## config.mk

```make
export PLATFORM = sky130hd
export DESIGN_NAME = enco164_seq
export DESIGN_NICKNAME = d
export VERILOG_FILES = /design/src/rtl/enco164_seq.sv
export SDC_FILE = /design/constraint.sdc
export NUM_CORES = 1
export LEC_CHECK = 0
export ABC_AREA = 1
export ABC_CLOCK_PERIOD_IN_PS = 12800
export CORE_MARGIN = 1.5
export CORE_UTILIZATION = 50
export CTS_CLUSTER_DIAMETER = 150
export DETAILED_ROUTE_END_ITERATION = 8
export GPL_TIMING_DRIVEN = 0
export HOLD_SLACK_MARGIN = 0.12
export MAX_ROUTING_LAYER = met4
export PLACE_DENSITY = 0.78
export SETUP_SLACK_MARGIN = 0.1
export SYNTH_ARGS = -nofsm -noshare
export SYNTH_HDL_FRONTEND = slang
export SYNTH_SLANG_ARGS = --single-unit
```

## constraint.sdc

```tcl
create_clock -name clk -period 12.8 [get_ports clk]
set_clock_uncertainty 0.05 [all_clocks]
set_input_delay 2.56 -clock clk [delete_from_list [all_inputs] [get_ports clk]]
set_output_delay 2.56 -clock clk [all_outputs]
set_load 0.05 [all_outputs]
```

## src/rtl/enco164_seq.sv

```systemverilog
// Sequential 16-to-4 encoder: captures a multi-hot request word and streams the
// index of each set bit, in priority order, over a valid/ready handshake.
module enco164_seq #(
   parameter bit PRIO_HIGH = 1'b0
) (
   input  logic        clk,
   input  logic        rst,
   input  logic [15:0] x,
   input  logic        ld,
   input  logic        rdy,
   output logic [3:0]  o,
   output logic        vld,
   output logic        idle,
   output logic [4:0]  cnt,
   output logic        ovr
);

   typedef enum logic {S_IDLE = 1'b0, S_SERVE = 1'b1} state_t;

   state_t      state_q, state_d;
   logic [15:0] p_q, p_d;
   logic [3:0]  o_q, o_d;
   logic        vld_q, vld_d;
   logic        idle_q, idle_d;
   logic [4:0]  cnt_q, cnt_d;
   logic        ovr_q, ovr_d;

   // Index of the bit that is served next; the last match in scan order wins.
   function automatic logic [3:0] sel_idx(input logic [15:0] v);
      sel_idx = 4'h0;
      if (PRIO_HIGH) begin
         for (int i = 0; i < 16; i++) begin
            if (v[i]) sel_idx = 4'(i);
         end
      end else begin
         for (int i = 15; i >= 0; i--) begin
            if (v[i]) sel_idx = 4'(i);
         end
      end
   endfunction

   function automatic logic [4:0] popcount(input logic [15:0] v);
      popcount = 5'd0;
      for (int i = 0; i < 16; i++) begin
         popcount = popcount + {4'd0, v[i]};
      end
   endfunction

   // State and output registers.
   always_ff @(posedge clk or posedge rst) begin
      if (rst) begin
         state_q <= S_IDLE;
         p_q     <= 16'h0000;
         o_q     <= 4'h0;
         vld_q   <= 1'b0;
         idle_q  <= 1'b1;
         cnt_q   <= 5'd0;
         ovr_q   <= 1'b0;
      end else begin
         state_q <= state_d;
         p_q     <= p_d;
         o_q     <= o_d;
         vld_q   <= vld_d;
         idle_q  <= idle_d;
         cnt_q   <= cnt_d;
         ovr_q   <= ovr_d;
      end
   end

   // Next pending word and state: load when idle, retire one bit per transfer.
   always_comb begin
      p_d     = p_q;
      state_d = state_q;
      case (state_q)
         S_IDLE: begin
            if (ld && (x != 16'h0000)) begin
               p_d     = x;
               state_d = S_SERVE;
            end else begin
               p_d     = p_q;
               state_d = S_IDLE;
            end
         end
         S_SERVE: begin
            if (rdy) begin
               p_d     = p_q & ~(16'h0001 << sel_idx(p_q));
               state_d = (p_d == 16'h0000) ? S_IDLE : S_SERVE;
            end else begin
               p_d     = p_q;
               state_d = S_SERVE;
            end
         end
         default: begin
            p_d     = 16'h0000;
            state_d = S_IDLE;
         end
      endcase
   end

   // Outputs are derived from the next pending word so they line up with it after the edge.
   always_comb begin
      vld_d  = (p_d != 16'h0000);
      idle_d = (p_d == 16'h0000);
      cnt_d  = popcount(p_d);
      ovr_d  = (state_q == S_SERVE) && ld;
      if (p_d != 16'h0000) begin
         o_d = sel_idx(p_d);
      end else begin
         o_d = 4'h0;
      end
   end

   assign o    = o_q;
   assign vld  = vld_q;
   assign idle = idle_q;
   assign cnt  = cnt_q;
   assign ovr  = ovr_q;

endmodule

```

==> flow_metrics.env <==
export IMPL_areaGrowthSynthToFinish_pct=19.3
export IMPL_crit_path_top_delay_cell="fa_1"
export IMPL_ant_nets=0
export IMPL_track_usage_pct=26.7
export IMPL_yosys_warnings=0
export IMPL_final_cell_mix="nand2_1 (72), inv_1 (54), clkdlybuf4s50_1 (31)"
export IMPL_routedWlPerCell_um=14.2
export IMPL_hpwl_um=5000
export IMPL_hp_start="p_q[6]"
export IMPL_clock_latency_ps=290
export IMPL_core_area_um2=4750
export IMPL_clk_path_buf_depth=2
export IMPL_grt_ovfl_total=0
export IMPL_cp_data_required_time_ps=12950
export IMPL_worstMarginPinSlew_ps=1050
export IMPL_grt_pass1_vias=2194
export IMPL_worstPathArrival_ps=7900
export IMPL_max_cap_viol_count=0
export IMPL_critPathMostFrequentCell="fa_1"
export IMPL_asyncSetResetFlopFracSynth_pct=100
export IMPL_grt_pass1_wl_um=10500
export IMPL_clock_root_buffer="clkbuf_8"
export IMPL_route_detailed_drc=0
export IMPL_ys_flop_type="dfrtp_1"
export IMPL_slew_headroom_pct=29.7
export IMPL_syn_mean_instance_area_um2=7.66
export IMPL_antenna_cells=0
export IMPL_setup_viol=0
export IMPL_syn_num_nets=361
export IMPL_yosysSeqAreaShare_pct=29.2
export IMPL_h_tree_depth=2
export IMPL_portBuffers=31
export IMPL_drt_total_wl_um=6120
export IMPL_antenna_found_initial=0
export IMPL_num_rows=25
export IMPL_tritoncts="built"
export IMPL_synth_edf_count=0
export IMPL_final_util_pct=62.5
export IMPL_slew_viol_final=0
export IMPL_ctsResizeCount=0
export IMPL_rr_worst_depth=32
export IMPL_fin_tns_setup_ps=0
export IMPL_initial_core_util_pct=52.4
export IMPL_cp_startpoint="x[12]"
export IMPL_timing_final_crit_share_pct=60.6
export IMPL_ys_ff_latch=29
export IMPL_post_cts_setup_buffers=0
export IMPL_drive_gt1_share_pct=19.0
export IMPL_die_w_um=73.6
export IMPL_worst_path_max_fanout=10
export IMPL_path_class="input port to flop"
export IMPL_num_vias=2194
export IMPL_io_pins=32
export IMPL_synth_cell_types=43
export IMPL_critPathCaptureType="flop"
export IMPL_outcome="finished clean"
export IMPL_r2r_start="p_q[14]"
export IMPL_synth_area_um2=2490
export IMPL_drt_first_pass_iters=4
export IMPL_die_h_um=73.6
export IMPL_globalplace_congestion=0.910
export IMPL_hold_depth=2
export IMPL_start_kind="input port"
export IMPL_rsz0062_at_grt="no"
export IMPL_slowest_delay_ps=620
export IMPL_crit_chain="clkdlybuf4s50_1 > nor4_1 > nand4_1 > nand2_1 > clkbuf_1 > or2_2 > a31oi_1 > fa_1 > inv_1 > fa_1 > fa_1 > inv_1 > fa_1 > inv_1 > ha_1 > inv_1 > fa_1 > o21ai_0"
export IMPL_n_fill_cell=454
export IMPL_numCtsBuffers=5
export IMPL_cts_hold_buf=0
export IMPL_grt_max_degree=30
export IMPL_fin_crit_ps=7750
export IMPL_nets=399
export IMPL_die_area_um2=5410
export IMPL_drt_initial_drc_count=178
export IMPL_final_common_cell="nand2_1"
export IMPL_finalHoldViolCount=0
export IMPL_via_per_inst=5.09
export IMPL_hold_path_class="flop to flop"
export IMPL_clkTransAtPathRegs_ps=70
export IMPL_synthCells=325
export IMPL_fmax_mhz=129
export IMPL_clock_sinks=29
[area by class of cell]
class                      instances  area, µm²  area share, %
sequential                        29        727           24.5
tap                               67       83.8           2.82
timing repair buffer              31        310           10.4
clock inverter                     3       17.5          0.590
buffer                             7       31.3           1.05
multi-input combinational        217       1460           49.2
clock buffer                       5       68.8           2.32
inverter                          72        270           9.10
[cells by family (layout without fill, tap and decap cells)]
kind of cell / Yosys count / after routing / synth area share [%]
adder cells (fa/ha/maj): 16 / 16 / 11.1
AND/OR/NAND/NOR: 153 / 153 / 32.4
flip-flops: 29 / 29 / 29.2
AO/OA/AOI/OAI: 46 / 46 / 14.6
buffers and inverters: 79 / 118 / 12.1
XOR/XNOR: 2 / 2 / 0.704
[stage by stage]
step / setup slack (ps) / area (µm²) / std cells / hold WS (ps)
floorplan: 6090 / 2490 / 325 / 530
global placement: 4870 / 2880 / 423 / 588
detailed placement: 4870 / 2880 / 423 / 585
CTS: 5140 / 2970 / 431 / 600
global route: 4820 / 2970 / 431 / 687
finish: 5050 / 2970 / 431 / 618
[worst max-delay path, delay by kind of cell]
family | cells | cell delay (ps)
buffers and inverters | 6 | 1080
AO/OA/AOI/OAI | 2 | 450
AND/OR/NAND/NOR | 4 | 1170
adder cells (fa/ha/maj) | 6 | 2630
[synth_stat cells, types with 3 or more instances]
cell type / count / area, µm²
a21oi_1: 11 / 55.1
a21oi_4: 3 / 48.8
clkbuf_1: 5 / 18.8
dfrtp_1: 28 / 701
fa_1: 10 / 200
ha_1: 6 / 75.1
inv_1: 54 / 203
inv_2: 18 / 67.6
nand2_1: 72 / 270
nand2_2: 5 / 31.3
nand2_4: 3 / 33.8
nand3_1: 15 / 75.1
nand3_2: 3 / 30.0
nand4_1: 6 / 37.5
nor2_1: 20 / 75.1
nor2_2: 4 / 25.0
nor2_4: 6 / 67.6
nor3_1: 3 / 15.0
nor4_1: 4 / 25.0
o21ai_0: 11 / 55.1
o31ai_1: 3 / 22.5
or2_2: 5 / 31.3
[sequential cells by signal, summed over array words and instances, names as in the netlist]
| register | count |
|---|---|
| vld | 1 |
| cnt | 5 |
| ovr | 1 |
| o | 4 |
| state_q | 1 |
| idle | 1 |
| p_q | 16 |
[worst paths after layout]
kind	end	slack, ps
hold / removal	p_q[6]	620
setup / recovery	cnt[4]	5050
max in group asynchronous	p_q[11]	9280
min in group asynchronous	cnt[2]	2780
setup reg to reg	cnt[4]	7390
hold reg to reg	p_q[6]	620
[metal layers]
| metal | share of wire (%) | track usage [%] |
|---|---|---|
| met5 | 0 | - |
| met4 | 2.4 | 10.3 |
| met3 | 3.7 | 3.43 |
| met2 | 49 | 42.3 |
| met1 | 45 | 34.7 |
Power is left out: the tool's default activity adds up to more than one toggle a clock period on the data nets, which glitch-free logic cannot reach.
